--- config.mk ---
export PLATFORM = sky130hd
export DESIGN_NAME = synapse_mux_integrator
export DESIGN_NICKNAME = d
export VERILOG_FILES = /design/src/rtl/synapse_pkg.sv /design/src/rtl/syn_weight_rf.sv /design/src/rtl/synapse_mux_integrator.sv
export SDC_FILE = /design/constraint.sdc
export NUM_CORES = 1
export LEC_CHECK = 0
export ABC_AREA = 1
export CAP_MARGIN = 20
export CORE_ASPECT_RATIO = 0.9
export CORE_MARGIN = 2
export CORE_UTILIZATION = 40
export CTS_CLUSTER_SIZE = 12
export DETAILED_ROUTE_END_ITERATION = 8
export PLACE_DENSITY = 0.56
export SETUP_SLACK_MARGIN = 0.15
export SLEW_MARGIN = 10
export SYNTH_ARGS = -nofsm -noshare
export SYNTH_HDL_FRONTEND = slang
export SYNTH_SLANG_ARGS = --single-unit
--- constraint.sdc ---
create_clock -name clk -period 2.6 [get_ports clk]
set_clock_uncertainty 0.05 [all_clocks]
set_input_delay 0.78 -clock clk [delete_from_list [all_inputs] [get_ports clk]]
set_output_delay 0.78 -clock clk [all_outputs]
set_load 0.05 [all_outputs]
--- src/rtl/synapse_pkg.sv ---
// synapse_pkg: shared FSM states, accumulator sizing and the current clamp for synapse_mux_integrator.
package synapse_pkg;
  typedef enum logic [1:0] {LATCH, SCAN, PUBLISH} state_t;
  localparam int ACC_XTRA = 2;
  function automatic int clamp_cur(input int v, input int hi);
    return v < 0 ? 0 : (v > hi ? hi : v);
  endfunction
endpackage

--- src/rtl/syn_weight_rf.sv ---
// syn_weight_rf: per-channel signed weight register file, one sync write port and one async read port.
module syn_weight_rf #(
  parameter int N_CH = 8,
  parameter int W_W  = 6
) (
  input  logic                    clk,
  input  logic                    rst,
  input  logic                    wr_en,
  input  logic [$clog2(N_CH)-1:0] wr_addr,
  input  logic [W_W-1:0]          wr_data,
  input  logic [$clog2(N_CH)-1:0] rd_addr,
  output logic [W_W-1:0]          rd_data
);
  logic [W_W-1:0] mem [N_CH];
  always_ff @(posedge clk) begin
    if (rst) begin
      for (int i = 0; i < N_CH; i++) mem[i] <= '0;
    end else if (wr_en) begin
      mem[wr_addr] <= wr_data;
    end
  end
  assign rd_data = mem[rd_addr];
endmodule

--- src/rtl/synapse_mux_integrator.sv ---
// synapse_mux_integrator: scans spike channels, sums clamped signed weights, publishes current once per frame.
// Define SYN_LEAK_EN to seed each frame with the decayed previous current instead of zero.
module synapse_mux_integrator
  import synapse_pkg::*;
#(
  parameter int N_CH        = 8,
  parameter int W_W         = 6,
  parameter int CUR_W       = 8,
  parameter int DECAY_SHIFT = 1
) (
  input  logic                    clk,
  input  logic                    rst,
  input  logic [N_CH-1:0]         spike_in,
  input  logic                    weight_wr_en,
  input  logic [$clog2(N_CH)-1:0] weight_wr_addr,
  input  logic [W_W-1:0]          weight_wr_data,
  output logic [CUR_W-1:0]        current_out,
  output logic                    current_valid,
  output logic                    busy
);
  localparam int AW    = $clog2(N_CH);
  localparam int ACC_W = CUR_W + ACC_XTRA;
  state_t                    state, state_nx;
  logic [AW-1:0]             ch;
  logic [N_CH-1:0]           pending, spike_lat;
  logic signed [ACC_W-1:0]   acc, acc_nx, seed;
  logic signed [W_W-1:0]     w_rd;
  syn_weight_rf #(.N_CH(N_CH), .W_W(W_W)) u_rf (
    .clk     (clk),
    .rst     (rst),
    .wr_en   (weight_wr_en),
    .wr_addr (weight_wr_addr),
    .wr_data (weight_wr_data),
    .rd_addr (ch),
    .rd_data (w_rd)
  );
`ifdef SYN_LEAK_EN
  assign seed = ACC_W'({{ACC_XTRA{1'b0}}, current_out - (current_out >> DECAY_SHIFT)});
`else
  logic [31:0] unused_decay;
  assign unused_decay = 32'(DECAY_SHIFT);
  assign seed = '0;
`endif
  always_comb begin
    state_nx = state == LATCH ? SCAN :
               state == SCAN  ? (ch == AW'(N_CH - 1) ? PUBLISH : SCAN) : LATCH;
    acc_nx   = ACC_W'(clamp_cur(int'(acc) + int'(w_rd), (1 << CUR_W) - 1));
    busy     = state != LATCH;
  end
  always_ff @(posedge clk) begin
    if (rst) begin
      state         <= LATCH;
      ch            <= '0;
      pending       <= '0;
      spike_lat     <= '0;
      acc           <= '0;
      current_out   <= '0;
      current_valid <= 1'b0;
    end else begin
      state         <= state_nx;
      current_valid <= state == PUBLISH;
      // spikes seen during LATCH go straight into this frame, so pending only collects outside it
      pending       <= state == LATCH ? '0 : pending | spike_in;
      if (state == LATCH) begin
        spike_lat <= pending | spike_in;
        acc       <= seed;
        ch        <= '0;
      end
      if (state == SCAN) begin
        if (spike_lat[ch]) acc <= acc_nx;
        ch <= ch + AW'(1);
      end
      if (state == PUBLISH) current_out <= acc[CUR_W-1:0];
    end
  end
endmodule
==> impl_results.md, run 1 <==
* Post-Syn Instances at 490
* Detailed Routing Iterations Pass 1 at 4
* FMAX at 371 MHz
* Worst Setup End Kind: flop
* Placer Congestion at 0.871
* Chip Width at 112 µm
* Pwr per Cell Area at 646 nW/µm²
* Remaining antenna violation count at 0
* Final total power at 0.00347 W
* Lkg Pwr at 2.27 nW
* Clock power share at 38.0%
* Crit path time final at 2.70 ns
* Failing checks: negative setup slack
* Root buf cell: clkbuf_16
* Setup WS post-layout at -0.0973 ns
* Critical path data arrival time at 2.91 ns
* Max Cap Viol at 0
* Highest metal used: met4
* Initial DRC count at 228
* EDFF count, synth at 48
* Share of post-route cells with drive strength above 1 at 16.5%
* Metal-1 WL at 4970 µm
* Crit Path Max Fanout at 6
* Area of the multi-input gates at 1730 µm²
* Area leader, netlist: edfxtp_1
* Delay of the slowest critical-path stage at 0.40 ns
* Vias in the first global route at 3244
* Slew headroom at 67.0%
* Placeable Area at 10200 µm²
* Number of distinct library cells after synthesis at 30
* Hold Path End: pending[5]
* Initial antenna violation count at 0
* Clk_lat worst skew at 0.33 ns
* Syn Std Cell Area at 4200 µm²
* FF-to-FF setup slack at -0.1 ns
* Total global routing overflow at 0
* Final Core Density at 52.5%
* CP Class: reg -> reg
* Routed vias/inst at 4.92
* Cell with the most instances after synthesis: nor2_1
* Clock-pin slew on the worst setup and hold paths at 0.06 ns
* GRT Util Overall at 18.5%
* Hold Crit Class: reg -> reg
* Nets at 592
* Warnings, synthesis at 0
* Internal at 0.00263 W
* Avg Cell Area, Syn at 8.57 µm²
* Hold Path Cell Cnt at 2
* FF+latch count, synth at 91
* Sw power at 0.000841 W
* Detailed route wirelength on metal2 at 4520 µm
* DR vias at 3410
* Die height at 101 µm
* Critical path buffers and inverters at 4
* Post-DP HPWL at 7230 µm
* Final setup TNS at -0.598 ns
* IO Port Bufs at 29
* Syn nets at 523
* Seq pwr share at 46.7%
* Initial core utilization at 41.0%
* First-pass GRT wire length at 16400 µm
* Required time of the worst setup path at 2.82 ns
* CTS Buf Count at 9
* H-tree levels at 3
* CP most frequent cell: nand2_1
* Antenna diodes at 0
* Min-delay src: pending[5]
* Critical path's top delay family: simple AND/OR/NAND/NOR gates
* Drc violations at 0
* FF/Latch Area at 2310 µm²
* Worst vdd rail ir drop at 0.395 mV
* CTS tree: yes
* Combinational Power Share at 15.2%
* Post-synth top area share at 34.3%
* WL met3 at 457 µm
* CTS max path bufs at 2
* Die footprint at 11300 µm²
* Routed WL at 9960 µm
* IO Count at 30
* Row cnt at 35
* Tcrit/Tclk final at 104%
* RSZ-0062 raised after global routing: true
* Area Overhead vs Synth at 28.1%
* Clock Sinks at 91
* Final Setup Violations at 8
* CTS Hold Buffers Added at 0
* Status: complete, but fails checks
* Worst flop-to-flop path endpoint: acc[6]
* Max Slew Vio Count at 0
* Fillers at 982
* WL/cell at 14.4 µm
* Sequential area share after synthesis at 54.8%
* Top post-synthesis cells by count: nor2_1 (124), inv_1 (59), nand2_1 (59), edfxtp_1 (48), o21ai_0 (46)
* Top cells by area, synth: edfxtp_1 (34%), dfxtp_1 (21%), nor2_1 (11%)
* Crit path launch type: flop
* Slowest CP cell: dfxtp_4
* Worst Reg-to-Reg Cells at 17
* Slew @ Worst Pin at 0.494 ns
* Synth Flop Type: edfxtp_1
* Async S/R FF share, synth at 0%
* Largest net degree at the start of global routing at 27
* Switching part of the total at 24.2%
* Critical Path, Cell by Cell: buf_6, nor2_1, nor2_1, o21ai_0, buf_4, a31oi_2, buf_6, ha_1, nand2_1, inv_1, a21oi_1, nand4_1, nand3_4, nand2_8, nand2_1, nand2_1, a21oi_2
* Hold Violations, Final at 0
==> cells by family after synthesis <==
kind of cell | after synthesis | synth area share, %
DFF | 91 | 54.8
buffers and inverters | 74 | 7.03
xor gates and xnor gates | 6 | 1.25
adders and majority gates | 13 | 4.05
and+or+nand+nor | 209 | 20.2
AOI/OAI and AO/OA | 97 | 12.6
==> what timing repair did <==
item / 4_1_cts / 5_1_grt
endpoints found under the setup margin: 8 / 8
pin swaps: 9 / 7
gates cloned: 1 / 0
resized for setup: 32 / 17
buffers inserted: 1 / 3
==> metrics by stage <==
step | hold WS (ns) | setup slack [ns] | cell area (µm²) | cells
6_report | 0.405 | -0.0973 | 5380 | 693
3_5_place_dp | 0.401 | -0.250 | 4870 | 672
3_3_place_gp | 0.395 | -0.207 | 4870 | 672
2_1_floorplan | 0.387 | 0.0147 | 4230 | 490
5_1_grt | 0.438 | -0.312 | 5380 | 693
4_1_cts | 0.410 | -0.0358 | 5300 | 690
==> cells in the final DEF, fill, tap and decap left out, types with 2 or more instances in the layout <==
cell | Yosys | final
a21oi_1 | 24 | 20
a21oi_2 | 0 | 4
a31oi_1 | 14 | 13
buf_4 | 0 | 37
buf_6 | 1 | 5
clkbuf_1 | 11 | 2
clkbuf_16 | 0 | 11
clkbuf_8 | 1 | 2
clkdlybuf4s50_1 | 0 | 28
dfxtp_1 | 43 | 41
dfxtp_4 | 0 | 2
edfxtp_1 | 48 | 48
ha_1 | 12 | 8
ha_4 | 0 | 3
inv_1 | 59 | 54
inv_2 | 1 | 4
nand2_1 | 59 | 55
nand2_2 | 3 | 5
nand3_1 | 14 | 12
nand3_2 | 1 | 2
nor2_1 | 124 | 123
nor3_1 | 3 | 3
o211ai_1 | 3 | 3
o21ai_0 | 46 | 38
o21ai_1 | 2 | 5
o21ai_2 | 0 | 5
o22ai_1 | 7 | 7
xor2_1 | 5 | 5
==> worst register-to-register path: stages (launching register included) <==
cell,delay [ns]
dfxtp_4,0.40
buf_6,0.13
nor2_1,0.04
nor2_1,0.07
o21ai_0,0.13
buf_4,0.17
a31oi_2,0.20
buf_6,0.17
ha_1,0.27
nand2_1,0.10
inv_1,0.04
a21oi_1,0.18
nand4_1,0.20
nand3_4,0.19
nand2_8,0.08
nand2_1,0.06
nand2_1,0.06
a21oi_2,0.11
==> layout make-up <==
cell class	instances	share of cell area, %
clock buffers	16	5.86
multi-input cells	325	32.2
repair buffers	71	11.5
flip-flops and latches	91	42.9
inverters	61	4.49
well taps	129	3.00
==> routing by layer <==
layer | track usage, % | vias to the layer above
li1 | - | 1765
met1 | 27.6 | 1589
met2 | 28.1 | 54
met3 | 2.87 | 2
met4 | 5.35 | 0
met5 | 0 | -
==> power groups by stage <==
stage	Combinational, W	Sequential [W]	Clock, W
floorplan	0.000294	0.00163	0
global placement	0.000459	0.00165	0
detailed placement	0.000458	0.00165	0
CTS	0.000493	0.00162	0.00135
global route	0.000589	0.00163	0.00141
finish	0.000529	0.00162	0.00132
==> worst max path at each step <==
stage          cells after the start  endpoint  slack (ns)  from
2_1_floorplan                     21    acc[0]        0.01  flop
3_3_place_gp                      18    acc[3]       -0.21  flop
3_5_place_dp                      18    acc[2]       -0.25  flop
4_1_cts                           19    acc[0]       -0.04  flop
5_1_grt                           20    acc[6]       -0.31  flop
6_report                          17    acc[6]        -0.1  flop
==> state kept, by name, indices dropped and copies added, names as in the netlist, named ones only <==
register,count
spike_lat,8
pending,8
u_rf.mem,48
current_out,8
ch,3
acc,10
state,2
current_valid,1
(Power assumes the default switching activity.)
==> inputs of run 2 (changes only) <==
--- a/config.mk
+++ b/config.mk
@@ -18,3 +18,4 @@
 export SYNTH_ARGS = -nofsm -noshare
 export SYNTH_HDL_FRONTEND = slang
 export SYNTH_SLANG_ARGS = --single-unit
+export TNS_END_PERCENT = 50
==> run 2 against run 1 <==
Net effect:
- the flow still finishes with violations (negative setup slack)
- sequential share of layout area decreased by 0.58 points
- register-to-register slack worse by 0.07 ns
- combinational power is 2% higher
- hold slack gained 0.0012 ns
- sequential cell count did not move
- largest cell class unchanged
==> impl_results.md, run 2 (same netlist as run 1, synthesis figures left out) <==
* Status: complete, but fails checks (unchanged)
* Failing checks: negative setup slack (unchanged)
* Slew @ Worst Pin at 0.511 ns (was 0.494 ns)
* CTS max path bufs at 2 (unchanged)
* Initial DRC count at 157 (was 228)
* CP Class: reg -> reg (unchanged)
* Hold Violations, Final at 0 (unchanged)
* Area Overhead vs Synth at 29.6% (was 28.1%)
* Routed vias/inst at 5.01 (was 4.92)
* Critical path data arrival time at 2.94 ns (was 2.91 ns)
* Die height at 101 µm (unchanged)
* WL/cell at 14.5 µm (was 14.4 µm)
* Placer Congestion at 0.875 (was 0.871)
* Lkg Pwr at 2.31 nW (was 2.27 nW)
* Slowest CP cell: ha_1 (was dfxtp_4)
* Nets at 601 (was 592)
* IO Port Bufs at 29 (unchanged)
* Fin Hold WS at 0.407 ns (was 0.405 ns)
* Delay of the slowest critical-path stage at 0.35 ns (was 0.40 ns)
* Max Slew Vio Count at 0 (unchanged)
* Routed WL at 10200 µm (was 9960 µm)
* Clock-pin slew on the worst setup and hold paths at 0.07 ns (was 0.06 ns)
* CTS tree: yes (unchanged)
* Worst vdd rail ir drop at 0.347 mV (was 0.395 mV)
* Setup WS post-layout at -0.164 ns (was -0.0973 ns)
* Placeable Area at 10200 µm² (unchanged)
* Dpl cell area at 4900 µm² (was 4870 µm²)
* Max Cap Viol at 0 (unchanged)
* Critical Path, Cell by Cell: buf_12, clkinv_8, buf_6, buf_4, nor2_1, o22ai_2, nor2_1, a31oi_1, ha_1, or2_1, nand3_2, buf_4, nand3b_1, nand2_2, nand3_4, nand2_4, nand2_1, nand2_1, a21oi_2 (was buf_6, nor2_1, nor2_1, o21ai_0, buf_4, a31oi_2, buf_6, ha_1, nand2_1, inv_1, a21oi_1, nand4_1, nand3_4, nand2_8, nand2_1, nand2_1, a21oi_2)
* Initial core utilization at 41.0% (unchanged)
* H-tree levels at 3 (unchanged)
* First-pass GRT wire length at 15900 µm (was 16400 µm)
* Initial antenna violation count at 0 (unchanged)
* Crit path time final at 2.76 ns (was 2.70 ns)
* Vias in the first global route at 3235 (was 3244)
* Largest net degree at the start of global routing at 27 (unchanged)
* Hold Crit Class: reg -> reg (unchanged)
* Share of post-route cells with drive strength above 1 at 19.2% (was 16.5%)
* CTS Hold Buffers Added at 0 (unchanged)
* Design area at 5440 µm² (was 5380 µm²)
* Slew headroom at 65.8% (was 67.0%)
* DR vias at 3516 (was 3410)
* CTS Buf Count at 9 (unchanged)
* Clock Sinks at 91 (unchanged)
* Chip Width at 112 µm (unchanged)
* FMAX at 362 MHz (was 371 MHz)
* Largest registers: u_rf.mem (48), acc (10) (unchanged)
* Final Core Density at 53.1% (was 52.5%)
* Crit Path Max Fanout at 8 (was 6)
* Row cnt at 35 (unchanged)
* IO Count at 30 (unchanged)
* Die footprint at 11300 µm² (unchanged)
* Worst Setup End Kind: flop (unchanged)
* Commonest non-fill, non-tap cells in the layout: nor2_1 (118), inv_1 (56), nand2_1 (52) (was nor2_1 (123), nand2_1 (55), inv_1 (54))
* Drc violations at 0 (unchanged)
* Remaining antenna violation count at 0 (unchanged)
* Tcrit/Tclk final at 106% (was 104%)
* Root buf cell: clkbuf_16 (unchanged)
* Pwr per Cell Area at 624 nW/µm² (was 646 nW/µm²)
* Antenna diodes at 0 (unchanged)
* GRT Util Overall at 18.2% (was 18.5%)
* Reg with most FFs: u_rf.mem (unchanged)
* Detailed Routing Iterations Pass 1 at 4 (unchanged)
* DP Worst Slack at -0.261 ns (was -0.250 ns)
* Crit path launch type: flop (unchanged)
* Max FFs per register at 48 (unchanged)
* Leading cell type in the layout, fill and taps excluded: nor2_1 (unchanged)
* Post-DP HPWL at 7320 µm (was 7230 µm)
* Required time of the worst setup path at 2.77 ns (was 2.82 ns)
* Total global routing overflow at 0 (unchanged)
* RSZ-0062 raised after global routing: true (unchanged)
* Final Setup Violations at 8 (unchanged)
* Clk_lat worst skew at 0.34 ns (was 0.33 ns)
## run 2: cell type report
cell class	count	area, µm²
clock buffer	11	243
clock inverter	5	35.0
fill	981	4810
inverter	61	241
multi-input combinational	325	1760
sequential	91	2300
tap	129	161
timing repair buffer	80	698
## run 2: what timing repair did
action	CTS	global route
setup endpoints to repair	8	8
endpoints found under the hold margin	0	0
pin swaps	10	28
resized for setup	18	43
setup buffers	7	4
## run 2: path summary, 6_finish.rpt
path / cells after the start / startpoint / slack, ns / end
worst max-delay path: 19 / flop / -0.16 / acc[2]
worst min-delay path: 2 / pending[4] / 0.41 / pending[4]
worst max register to register: 19 / flop / -0.16 / acc[2]
worst min register to register: 2 / pending[4] / 0.41 / pending[4]
## run 2: layer usage
metal	vias up	wire length [µm]	track usage, %
li1	1774	-	-
met1	1652	4710	24.9
met2	72	4820	28.8
met3	18	481	3.53
met4	0	180	7.22
met5	-	0	0
## run 2: critical path, delay by kind of cell, from the launching register on
kind            cells  cell delay (ns)
simple gates       10             1.11
fa+ha+maj           1             0.35
compound gates      3             0.23
buf+inv             5             0.56
flops               1             0.34
## run 2: through the flow
| stage | setup TNS, ns | std cells | power (W) |
|---|---|---|---|
| after floorplan | 0 | 490 | 0.00193 |
| after global placement | -1.18 | 675 | 0.00211 |
| after detailed placement | -1.84 | 675 | 0.00212 |
| after CTS | -1.25 | 698 | 0.00336 |
| after global routing | -2.59 | 702 | 0.00354 |
| final | -1.23 | 702 | 0.00339 |
## run 2: power breakdown
group	internal (W)	leakage (nW)	total (W)	switching (W)
logic	0.000233	1.36	0.000540	0.000308
clock network	0.000679	0.141	0.00123	0.000547
registers	0.00159	0.812	0.00163	0.0000397
